$ cat src/rtl/haz_pkg.sv
// Shared encodings for the pipeline hazard controller: stall codes, forward selects, FSM state.
// Types only; no logic.
// Used by hazard_ctrl and fwd_sel.
package haz_pkg;

  localparam int REG_W = 3;

  typedef enum logic [1:0] {
    STALL_NONE  = 2'b00,
    STALL_LU    = 2'b01,
    STALL_FLUSH = 2'b10
  } stall_t;

  typedef enum logic [1:0] {
    FWD_RF  = 2'b00,
    FWD_MEM = 2'b01,
    FWD_WB  = 2'b10
  } fwd_t;

  typedef enum logic {
    ST_RUN   = 1'b0,
    ST_FLUSH = 1'b1
  } haz_state_t;

endpackage

$ cat src/rtl/hazard_ctrl_fwd_sel.sv
// Forwarding select for one EX operand; EX/MEM beats MEM/WB, R0 never forwarded.
// Latency: combinational, zero cycles.
// Backpressure: none, pure select logic.
module fwd_sel
  import haz_pkg::*;
(
  input  logic [REG_W-1:0] src,
  input  logic [REG_W-1:0] mem_rd,
  input  logic             mem_wb,
  input  logic [REG_W-1:0] wb_rd,
  input  logic             wb_wb,
  output logic [1:0]       sel
);

  always_comb begin
    sel = FWD_RF;
    if (mem_wb && (mem_rd != '0) && (mem_rd == src)) begin
      sel = FWD_MEM;
    end else if (wb_wb && (wb_rd != '0) && (wb_rd == src)) begin
      sel = FWD_WB;
    end
  end

endmodule

$ cat src/rtl/hazard_ctrl.sv
// Hazard controller: load-use stall, taken-branch flush sequencing, EX forwarding. Optional HAZ_PERF_EN adds perf counters.
// Latency: all hazard outputs combinational from inputs and current state; only state/counters registered.
// Backpressure: stalls the front end itself via pc_write/ifid_write and the stall code.
module hazard_ctrl
  import haz_pkg::*;
#(
  parameter int unsigned BRANCH_PENALTY = 2
) (
  input  logic             clk,
  input  logic             rst,
  input  logic [REG_W-1:0] id_rs,
  input  logic [REG_W-1:0] id_rt,
  input  logic             id_uses_rs,
  input  logic             id_uses_rt,
  input  logic [REG_W-1:0] ex_rd,
  input  logic             ex_load,
  input  logic [REG_W-1:0] mem_rd,
  input  logic             mem_wb,
  input  logic [REG_W-1:0] wb_rd,
  input  logic             wb_wb,
  input  logic             branch_taken,
  output logic             pc_write,
  output logic             ifid_write,
  output logic             ifid_flush,
  output logic [1:0]       stall,
  output logic [1:0]       fwd_a,
  output logic [1:0]       fwd_b
`ifdef HAZ_PERF_EN
  ,
  output logic [15:0]      perf_lu_stalls,
  output logic [15:0]      perf_flush_cycles
`endif
);

  localparam logic [2:0] RELOAD = 3'(BRANCH_PENALTY - 1);

  haz_state_t state_q, state_d;
  logic [2:0] flush_left_q, flush_left_d;
  logic       lu_hazard;
  logic [1:0] fwd_a_raw, fwd_b_raw;

  assign lu_hazard = ex_load && (ex_rd != '0) &&
                     ((id_uses_rs && (id_rs == ex_rd)) || (id_uses_rt && (id_rt == ex_rd)));

  always_ff @(posedge clk) begin
    if (rst) begin
      state_q      <= ST_RUN;
      flush_left_q <= '0;
    end else begin
      state_q      <= state_d;
      flush_left_q <= flush_left_d;
    end
  end

  // flush_left counts the bubbles still owed after the current cycle
  always_comb begin
    state_d      = state_q;
    flush_left_d = flush_left_q;
    unique case (state_q)
      ST_RUN: begin
        if (branch_taken && (BRANCH_PENALTY > 1)) begin
          state_d      = ST_FLUSH;
          flush_left_d = RELOAD;
        end
      end
      ST_FLUSH: begin
        if (branch_taken) begin
          flush_left_d = RELOAD;
        end else if (flush_left_q <= 3'd1) begin
          state_d      = ST_RUN;
          flush_left_d = '0;
        end else begin
          flush_left_d = flush_left_q - 3'd1;
        end
      end
      default: begin
        state_d      = ST_RUN;
        flush_left_d = '0;
      end
    endcase
  end

  always_comb begin
    stall      = STALL_NONE;
    pc_write   = 1'b1;
    ifid_write = 1'b1;
    ifid_flush = 1'b0;
    if (rst) begin
      stall      = STALL_FLUSH;
      pc_write   = 1'b0;
      ifid_write = 1'b0;
      ifid_flush = 1'b1;
    end else if (branch_taken || (state_q == ST_FLUSH)) begin
      stall      = STALL_FLUSH;
      ifid_flush = 1'b1;
    end else if (lu_hazard) begin
      stall      = STALL_LU;
      pc_write   = 1'b0;
      ifid_write = 1'b0;
    end
  end

  fwd_sel u_fwd_a (
    .src    (id_rs),
    .mem_rd (mem_rd),
    .mem_wb (mem_wb),
    .wb_rd  (wb_rd),
    .wb_wb  (wb_wb),
    .sel    (fwd_a_raw)
  );

  fwd_sel u_fwd_b (
    .src    (id_rt),
    .mem_rd (mem_rd),
    .mem_wb (mem_wb),
    .wb_rd  (wb_rd),
    .wb_wb  (wb_wb),
    .sel    (fwd_b_raw)
  );

  assign fwd_a = rst ? 2'(FWD_RF) : fwd_a_raw;
  assign fwd_b = rst ? 2'(FWD_RF) : fwd_b_raw;

`ifdef HAZ_PERF_EN
  logic [15:0] perf_lu_q, perf_fl_q;

  always_ff @(posedge clk) begin
    if (rst) begin
      perf_lu_q <= '0;
      perf_fl_q <= '0;
    end else begin
      if ((stall == STALL_LU) && (perf_lu_q != 16'hFFFF)) perf_lu_q <= perf_lu_q + 16'd1;
      if ((stall == STALL_FLUSH) && (perf_fl_q != 16'hFFFF)) perf_fl_q <= perf_fl_q + 16'd1;
    end
  end

  assign perf_lu_stalls    = perf_lu_q;
  assign perf_flush_cycles = perf_fl_q;
`endif

endmodule
$ cat config.mk
export PLATFORM = sky130hd
export DESIGN_NAME = hazard_ctrl
export DESIGN_NICKNAME = d
export VERILOG_FILES = /design/src/rtl/haz_pkg.sv /design/src/rtl/hazard_ctrl_fwd_sel.sv /design/src/rtl/hazard_ctrl.sv
export SDC_FILE = /design/constraint.sdc
export NUM_CORES = 1
export LEC_CHECK = 0
export ABC_AREA = 1
export CAP_MARGIN = 0
export CORE_AREA = 10 10 51 53
export CTS_CLUSTER_DIAMETER = 200
export DETAILED_ROUTE_END_ITERATION = 8
export DIE_AREA = 0 0 61 63
export GPL_TIMING_DRIVEN = 0
export PLACE_DENSITY_LB_ADDON = 0.15
export SETUP_SLACK_MARGIN = 0.05
export SLEW_MARGIN = 25
export SYNTH_ARGS = -nofsm -noshare
export SYNTH_HDL_FRONTEND = slang
export SYNTH_SLANG_ARGS = --single-unit
$ cat constraint.sdc
create_clock -name clk -period 1.15 [get_ports clk]
set_input_delay 0.23 -clock clk [delete_from_list [all_inputs] [get_ports clk]]
set_output_delay 0.23 -clock clk [all_outputs]
set_load 0.03 [all_outputs]
==> impl_metrics.csv, run 1 <==
group,metric,value,unit
outcome,status,"finished, violations left",
yosys,netlist_top_cells_count,"nand2_1 (32), inv_1 (17), nor2_1 (17), a21oi_1 (5), xnor2_1 (5)",
cells_and_area,diodes,0,
grt,grt_pass1_vias,869,
setup_path,crit_fanout,2,
setup_path,critPathLaunchType,"register",
route,wirelength,2270,um
setup_path,critPathRequiredTime,920,ps
cells_and_area,drive_gt1_frac,0.567,
clock_tree,clockBufferDepth,2,
cells_and_area,nets,177,
grt,grt_overflow,0,
clock_tree,clk_latency,240,ps
grt,grt_max_degree,10,
route,drt_iter0_drc,17,
die,die_width,61,um
hold_path,worstHoldPathCells,2,
yosys,yosysUniqueCellTypes,20,
route,drtAntennaViolNets,0,
power,finalPower,0.779,mW
clock_tree,cts_sinks,4,
yosys,synth_edf_count,0,
grt,grt_pass1_wl,3520,um
timing,timing.fmax,671,MHz
route,vias,839,
yosys,synth.most_common_cell,"nand2_1",
yosys,synth_top_cell_by_area,"nand2_1",
timing,setup_viol,9,
die,dieArea,3840,um^2
setup_path,slowest_delay,350,ps
power,peakVddDrop,0.318,mV
timing,period_minus_slack,1490,ps
die,initial_core_util,0.354,
setup_path,r2r_slack,100,ps
clock_tree,cts_root_buf,"clkbuf_4",
timing,fin_skew,0.864,ps
setup_path,worstRegToRegCells,4,
place,dpl.hpwl,1610,um
setup_path,end_kind,"primary output",
setup_path,path_class,"reg2out",
yosys,synthArstFlopShare,0,
timing,hold_viol_final,0,
yosys,seq_area_frac_synth,0.137,
setup_path,r2r_start,"flush_left_q[0]",
outcome,violations,"negative setup slack",
die,die_y,63,um
setup_path,crit_slowest_cell,"dfxtp_4",
timing,post-route-period-util,1.30,
timing,rsz0062_at_grt,"yes",
route,first_pass_iters,5,
yosys,syn_area,584,um^2
yosys,ys.flop_type,"dfxtp_1",
setup_path,arrival,1260,ps
clock_tree,tritoncts,"done",
cells_and_area,syn2layout_area_growth,119,%
yosys,synthCells,108,
setup_path,regToRegEndpoint,"flush_left_q[1]",
yosys,synth-seq-cells,4,
grt,grt_usage,0.113,
route,drc,0,
hold_path,hold_path_class,"in2reg",
clock_tree,h-tree-depth,1,
yosys,syn_nets,133,
place,place_ws,-1180,ps
power,power_density,610,nW/um^2
timing,slew_headroom,0.837,
die,coreArea,1650,um^2
place,gp_congestion,0.799,
die,io_pins,32,
yosys,synth_top_cells_by_area,"nand2_1 (21%), dfxtp_1 (14%), inv_1 (11%), nor2_1 (11%), xnor2_1 (7.5%)",
setup_path,crit_path_cell_trace,"nor2_4 > nand2_2 > a31oi_4 > a21oi_4 > buf_6 > buf_6",
clock_tree,numCtsBuffers,3,
hold_path,holdPathEnd,"state_q",
setup_path,cpMostUsedCell,"buf_6",
route,wire_per_inst,13.6,um
die,rows,15,
yosys,avgSynthCellArea,5.41,um^2
flow_run,maxCapViolations,0,
timing,slew_violations,0,
clock_tree,clk_pin_slew_worst_paths,40,ps
grt,antenna_found_initial,0,
route,via_per_inst,5.02,
power,p_leak,0.609,nW
place,port_buffers,30,
timing,fin_ws,-340,ps
timing,worstMarginPinSlew,244,ps
yosys,ys.warnings.count,0,
yosys,synth_top_area_share,0.206,
hold_path,hp-start,"rst",
[state kept, by name, summed over array words and instances (netlist names)]
signal and cells:
flush_left_q 3, state_q 1
[through the flow]
stage               std cells  hold slack [ps]  TNS, ps  area, um^2  utilization
detailed placement        155              449    -9290         990        0.599
finish                    167              164    -1610        1280        0.773
global route              167              156    -2090        1280        0.773
CTS                       162              201    -1630        1140        0.689
global placement          155              448    -9280         990        0.599
floorplan                 108              376     -156         668            -
[worst max-delay path: cells and delay by family (launching register included)]
family / cells / cell delay, ps
AO/OA/AOI/OAI: 2 / 260
buffers and inverters: 2 / 250
flip-flops: 1 / 350
AND/OR/NAND/NOR: 2 / 160
[cells in the final DEF (no fill, tap or decap), types with 2 or more instances in the layout]
cell type	instances
nand2_2	6
buf_2	2
xor2_1	2
inv_2	8
buf_8	6
clkbuf_4	3
dfxtp_2	2
dlygate4sd2_1	6
xnor2_2	4
nor2_1	11
nand2_1	25
inv_4	2
nand3_1	2
a21oi_2	3
buf_4	10
buf_6	14
nand4_1	2
nor2_4	5
nand3_2	2
nor2_2	2
nor3_4	2
inv_1	7
[power breakdown]
group	internal [mW]	switching, mW	total [mW]
clock network	0.118	0.0758	0.194
logic	0.215	0.218	0.433
registers	0.145	0.00684	0.152
total	0.478	0.301	0.779
[logic make-up after synthesis]
| kind of cell | synth area share |
|---|---|
| compound gates | 0.0921 |
| xor+xnor | 0.120 |
| fa+ha+maj | 0.0428 |
| buf+inv | 0.167 |
| flops | 0.137 |
| simple gates | 0.441 |
[repair_timing]
item / CTS / global route
hold buffers: 0 / 0
pin swaps: 26 / 19
resized for setup: 160 / 37
buffers inserted: 4 / 5
setup endpoints to repair: 13 / 13
[worst max path at each step]
stage / start / endpoint / slack (ps) / cells past startpoint
floorplan: ex_rd[0] / pc_write / -80 / 8
detailed placement: branch_taken / stall[0] / -1180 / 7
global placement: id_rt[1] / stall[0] / -1170 / 10
CTS: id_uses_rs / pc_write / -350 / 8
global route: state_q / pc_write / -410 / 6
finish: state_q / pc_write / -340 / 6
[layout make-up]
| cell class | instances | area [um^2] |
|---|---|---|
| well taps | 17 | 21.3 |
| flip-flops and latches | 4 | 86.3 |
| repair buffers | 39 | 394 |
| fillers | 115 | 374 |
| inverters | 19 | 93.8 |
| plain buffers | 3 | 46.3 |
| clock buffers | 3 | 22.5 |
| multi-input cells | 82 | 613 |
[routing by layer]
metal	track usage	vias up	wire length, um
li1	-	420	-
met1	0.105	377	807
met2	0.195	34	1280
met3	0.0386	8	133
met4	0.0769	0	52
met5	0	-	0
Note: power is estimated with default switching activity, not from simulation.
==> run 2: changes to the inputs <==
--- a/config.mk
+++ b/config.mk
@@ -8,6 +8,7 @@
 export ABC_AREA = 1
 export CAP_MARGIN = 0
 export CORE_AREA = 10 10 51 53
+export CTS_BUF_LIST = sky130_fd_sc_hd__clkbuf_8 sky130_fd_sc_hd__clkbuf_16
 export CTS_CLUSTER_DIAMETER = 200
 export DETAILED_ROUTE_END_ITERATION = 8
 export DIE_AREA = 0 0 61 63
==> run 2 against run 1 <==
  * The flow still finishes with violations (negative setup slack)
  * First-iteration DRC count decreased by 41%
  * Hold slack better by 62 ps
  * Wire length is 1.5% higher
  * Flip-flop and latch count unchanged
  * Clock power increased by 59%
  * Power grew 15%
  * Critical endpoint unchanged
  * Largest cell class unchanged
  * Highest routed layer unchanged
==> impl_metrics.csv, run 2 (synthesis gave the netlist of run 1 again) <==
group,metric,value,unit
outcome,status,"finished, violations left",
outcome,violations,"negative setup slack",
cells_and_area,final_util,0.780,
grt,grt_overflow,0,
clock_tree,cts_root_buf,"clkbuf_8",
die,coreArea,1650,um^2
clock_tree,numCtsBuffers,3,
setup_path,worstRegToRegCells,5,
route,vias,840,
timing,setup_viol,9,
timing,slew_headroom,0.842,
cells_and_area,final_cell_mix,"nand2_1 (25), buf_6 (14), nor2_1 (11)",
die,rows,15,
setup_path,regToRegEndpoint,"flush_left_q[1]",
route,wirelength,2310,um
clock_tree,clk_pin_slew_worst_paths,40,ps
timing,timing.fmax,684,MHz
place,port_buffers,30,
route,wire_per_inst,13.8,um
cells_and_area,largest_reg_flops,3,
grt,grt_pass1_wl,3520,um
setup_path,critPathLaunchType,"register",
clock_tree,clk_latency,220,ps
die,die_y,63,um
place,place_ws,-1180,ps
timing,holdWs,226,ps
place,dpl.hpwl,1610,um
timing,period_minus_slack,1460,ps
clock_tree,h-tree-depth,1,
hold_path,holdPathEnd,"flush_left_q[0]",
timing,post-route-period-util,1.27,
route,via_per_inst,5.03,
die,initial_core_util,0.354,
timing,fin_ws,-313,ps
timing,slew_violations,0,
timing,rsz0062_at_grt,"yes",
cells_and_area,top_regs,"flush_left_q (3), state_q (1)",
power,switching_power,0.311,mW
clock_tree,tritoncts,"done",
setup_path,crit_fanout,2,
setup_path,critPathRequiredTime,920,ps
cells_and_area,stdcell_count,167,
grt,grt_max_degree,10,
place,gp_congestion,0.799,
power,internal_power,0.585,mW
clock_tree,ctsHoldBuffers,0,
timing,hold_viol_final,0,
setup_path,end_kind,"primary output",
timing,tns,-1500,ps
setup_path,crit_path_start,"state_q",
cells_and_area,syn2layout_area_growth,120,%
hold_path,hp-start,"rst",
route,drtAntennaViolNets,0,
cells_and_area,regMostFlops,"flush_left_q",
cells_and_area,n_fill_cell,108,
setup_path,path_class,"reg2out",
power,peakVddDrop,0.357,mV
hold_path,worstHoldPathCells,2,
die,io_pins,32,
cells_and_area,drive_gt1_frac,0.573,
timing,worstMarginPinSlew,236,ps
cells_and_area,mostFrequentLayoutCell,"nand2_1",
power,power_density,695,nW/um^2
route,first_pass_iters,4,
power,clock_power_share,0.345,
clock_tree,cts_sinks,4,
die,dieArea,3840,um^2
route,drt_iter0_drc,10,
timing,fin_skew,3.40,ps
setup_path,arrival,1230,ps
cells_and_area,nets,177,
route,drc,0,
power,pwr-share-seq,0.171,
grt,grt_pass1_vias,860,
power,swShare,0.347,
setup_path,r2r_slack,110,ps
setup_path,r2r_start,"flush_left_q[1]",
grt,grt_usage,0.113,
cells_and_area,diodes,0,
die,die_width,61,um
clock_tree,clockBufferDepth,2,
place,placedCellCount,155,
hold_path,hold_path_class,"in2reg",
power,p_leak,0.619,nW
flow_run,maxCapViolations,0,
grt,antenna_found_initial,0,
power,comb_power_share,0.485,
run 2: changes by cell type in the layout (fill, tap and decap cells not counted):
cell	change
clkbuf_4	-3
o22ai_1	+1
o22ai_2	-1
nand2_2	-1
dlygate4sd2_1	-2
clkbuf_8	+3
clkbuf_2	+2
nand2_4	+1
run 2: through the flow:
step	instance area, um^2	total power, mW
6_report	1290	0.895
3_5_place_dp	990	0.475
3_3_place_gp	990	0.468
4_1_cts	1160	0.837
2_1_floorplan	668	0.334
5_1_grt	1290	0.946
run 2: worst max-delay path by stage:
stage | end | slack (ps)
detailed placement | stall[0] | -1180
floorplan | pc_write | -80
global placement | stall[0] | -1170
global route | pc_write | -370
finish | pc_write | -310
CTS | pc_write | -350
run 2: critical path, cell delays in order, from the launching register on:
cell and delay, ps:
dfxtp_4 350, nor2_4 90, nand2_2 70, a31oi_4 190, a21oi_4 80, buf_6 120
buf_6 130
run 2: what timing repair did:
action | CTS | global route
resized for setup | 160 | 41
pin swaps | 27 | 21
setup endpoints to repair | 13 | 13
buffers inserted | 4 | 6
run 2: cell type report:
type,count,area (um^2),area share
clock buffers,3,41.3,0.0321
multi-input cells,82,612,0.475
repair buffers,39,387,0.300
well taps,17,21.3,0.0165
flip-flops and latches,4,86.3,0.0671
plain buffers,3,46.3,0.0360
inverters,19,93.8,0.0729
run 2: power by group through the flow:
stage	combinational (mW)	clock [mW]	sequential [mW]
finish	0.434	0.309	0.153
global route	0.464	0.329	0.153
CTS	0.377	0.309	0.151
detailed placement	0.321	0	0.154
global placement	0.315	0	0.153
floorplan	0.181	0	0.152
run 2: metal layers:
metal,vias up,track usage,wire (um)
li1,420,-,-
met3,4,0.0325,118
met1,390,0.104,796
met5,-,0,0
met2,26,0.203,1360
met4,0,0.0714,30
==> run 3: changes to the inputs <==
--- a/config.mk
+++ b/config.mk
@@ -7,11 +7,11 @@
 export LEC_CHECK = 0
 export ABC_AREA = 1
 export CAP_MARGIN = 0
-export CORE_AREA = 10 10 51 53
+export CORE_AREA = 2 2 43 45
 export CTS_BUF_LIST = sky130_fd_sc_hd__clkbuf_8 sky130_fd_sc_hd__clkbuf_16
 export CTS_CLUSTER_DIAMETER = 200
 export DETAILED_ROUTE_END_ITERATION = 8
-export DIE_AREA = 0 0 61 63
+export DIE_AREA = 0 0 45 47
 export GPL_TIMING_DRIVEN = 0
 export PLACE_DENSITY_LB_ADDON = 0.15
 export SETUP_SLACK_MARGIN = 0.05
==> run 3 against run 2 <==
  * The run still ends with negative setup slack left
  * Wire length shrank 13%
  * Hold slack gained 64 ps
  * Via count shrank 2.0%
  * Final cell count grew 0.60%
  * First-iteration DRC count shrank 10%
  * Final area grew 0.19%
  * Combinational power is essentially flat
  * Clock power shrank 2%
  * Utilization grew 0.15 points
  * Register-to-register slack is essentially flat
  * Power shrank 0.92%
  * Non-clock buffer count grew 1
==> impl_metrics.csv, run 3 (synthesis gave the netlist of run 1 again) <==
group,metric,value,unit
outcome,status,"finished, violations left",
outcome,violations,"negative setup slack",
timing,fin_skew,2.96,ps
timing,post-route-period-util,1.29,
setup_path,r2r_slack,120,ps
power,clock_power_share,0.343,
power,peakVddDrop,0.430,mV
route,wirelength,2010,um
clock_tree,numCtsBuffers,3,
timing,slew_violations,0,
timing,holdWs,290,ps
setup_path,path_class,"reg2out",
cells_and_area,drive_gt1_frac,0.576,
timing,rsz0062_at_grt,"yes",
cells_and_area,final_cell_mix,"nand2_1 (24), buf_6 (17), nor2_1 (12)",
clock_tree,h-tree-depth,1,
cells_and_area,top_regs,"flush_left_q (3), state_q (1)",
timing,hold_viol_final,0,
power,finalPower,0.887,mW
setup_path,critPathRequiredTime,920,ps
clock_tree,ctsHoldBuffers,0,
die,coreArea,1650,um^2
clock_tree,cts_root_buf,"clkbuf_8",
route,vias,823,
timing,fin_ws,-334,ps
cells_and_area,regMostFlops,"flush_left_q",
grt,grt_overflow,0,
timing,timing.fmax,674,MHz
setup_path,arrival,1250,ps
place,place_ws,-1170,ps
timing,slew_headroom,0.852,
grt,antenna_found_initial,0,
clock_tree,clockBufferDepth,2,
clock_tree,clk_latency,220,ps
cells_and_area,mostFrequentLayoutCell,"nand2_1",
die,dieArea,2120,um^2
grt,grt_pass1_wl,3220,um
clock_tree,clk_pin_slew_worst_paths,30,ps
hold_path,hold_path_class,"in2reg",
grt,grt_pass1_vias,788,
place,dpl.hpwl,1390,um
die,initial_core_util,0.354,
route,via_per_inst,4.90,
route,first_pass_iters,4,
timing,tns,-1490,ps
die,io_pins,32,
setup_path,crit_fanout,2,
power,pwr-share-seq,0.172,
place,port_buffers,30,
cells_and_area,n_fill_cell,122,
power,switching_power,0.303,mW
die,rows,15,
cells_and_area,nets,178,
route,drc,0,
place,placedCellCount,155,
power,swShare,0.341,
die,die_y,47,um
timing,setup_viol,9,
cells_and_area,diodes,0,
route,drt_iter0_drc,9,
power,comb_power_share,0.486,
cells_and_area,largest_reg_flops,3,
timing,period_minus_slack,1480,ps
timing,worstMarginPinSlew,221,ps
clock_tree,cts_sinks,4,
clock_tree,tritoncts,"done",
cells_and_area,stdcell_count,168,
power,p_leak,0.605,nW
setup_path,critPathLaunchType,"register",
cells_and_area,syn2layout_area_growth,121,%
die,die_width,45,um
place,gp_congestion,0.829,
route,drtAntennaViolNets,0,
grt,grt_max_degree,6,
flow_run,maxCapViolations,0,
setup_path,end_kind,"primary output",
grt,grt_usage,0.216,
power,power_density,688,nW/um^2
route,wire_per_inst,11.9,um
power,internal_power,0.584,mW
==> run 3: changes by cell type in the layout (fill, tap and decap cells not counted), sizes merged <==
cell / change
buf: +1
clkdlybuf4s15: +1
dlymetal6s2s: -1
==> run 3: what timing repair did <==
action | 4_1_cts | 5_1_grt
gates resized for setup | 174 | 30
buffers inserted | 10 | 0
gates cloned | 0 | 0
endpoints found under the setup margin | 13 | 13
pin swaps | 29 | 17
==> run 3: routing by layer <==
metal  track usage  wire length, um  share of wire  vias to the layer above
met5             0                0              0                        -
met2         0.429             1220           0.61                       21
met3        0.0346               74          0.037                        5
met4         0.141               42          0.021                        0
met1         0.202              670           0.33                      377
li1              -                -              -                      420
==> run 3: power groups by stage <==
stage	Sequential [mW]	Clock [mW]	Combinational [mW]
finish	0.152	0.304	0.431
global route	0.153	0.324	0.465
CTS	0.151	0.301	0.398
detailed placement	0.154	0	0.319
global placement	0.153	0	0.314
floorplan	0.152	0	0.181
==> run 3: final timing paths <==
path	start	to	cells past startpoint
hold / removal	rst	state_q	3
setup / recovery	state_q	pc_write	6
hold reg to reg	flush_left_q[1]	flush_left_q[1]	2
setup reg to reg	flush_left_q[1]	flush_left_q[2]	5
==> run 3: through the flow <==
step	utilization	area (um^2)
after CTS	0.745	1230
after detailed placement	0.599	990
after global placement	0.599	990
after floorplan	-	668
final	0.781	1290
after global routing	0.781	1290
==> run 3: critical path: stages, from the launching register on <==
cell and delay [ps]:
dfxtp_4 340, nor2_4 90, nand2_2 70, a31oi_4 190
a21oi_4 90, buf_6 110, buf_6 120
==> run 3: final cells by class <==
type | instances | area, um^2 | share of cell area
inverters | 19 | 96.3 | 0.0747
clock buffers | 3 | 41.3 | 0.0320
flip-flops and latches | 4 | 85.1 | 0.0660
plain buffers | 3 | 38.8 | 0.0301
well taps | 17 | 21.3 | 0.0165
repair buffers | 40 | 403 | 0.312
multi-input cells | 82 | 604 | 0.468
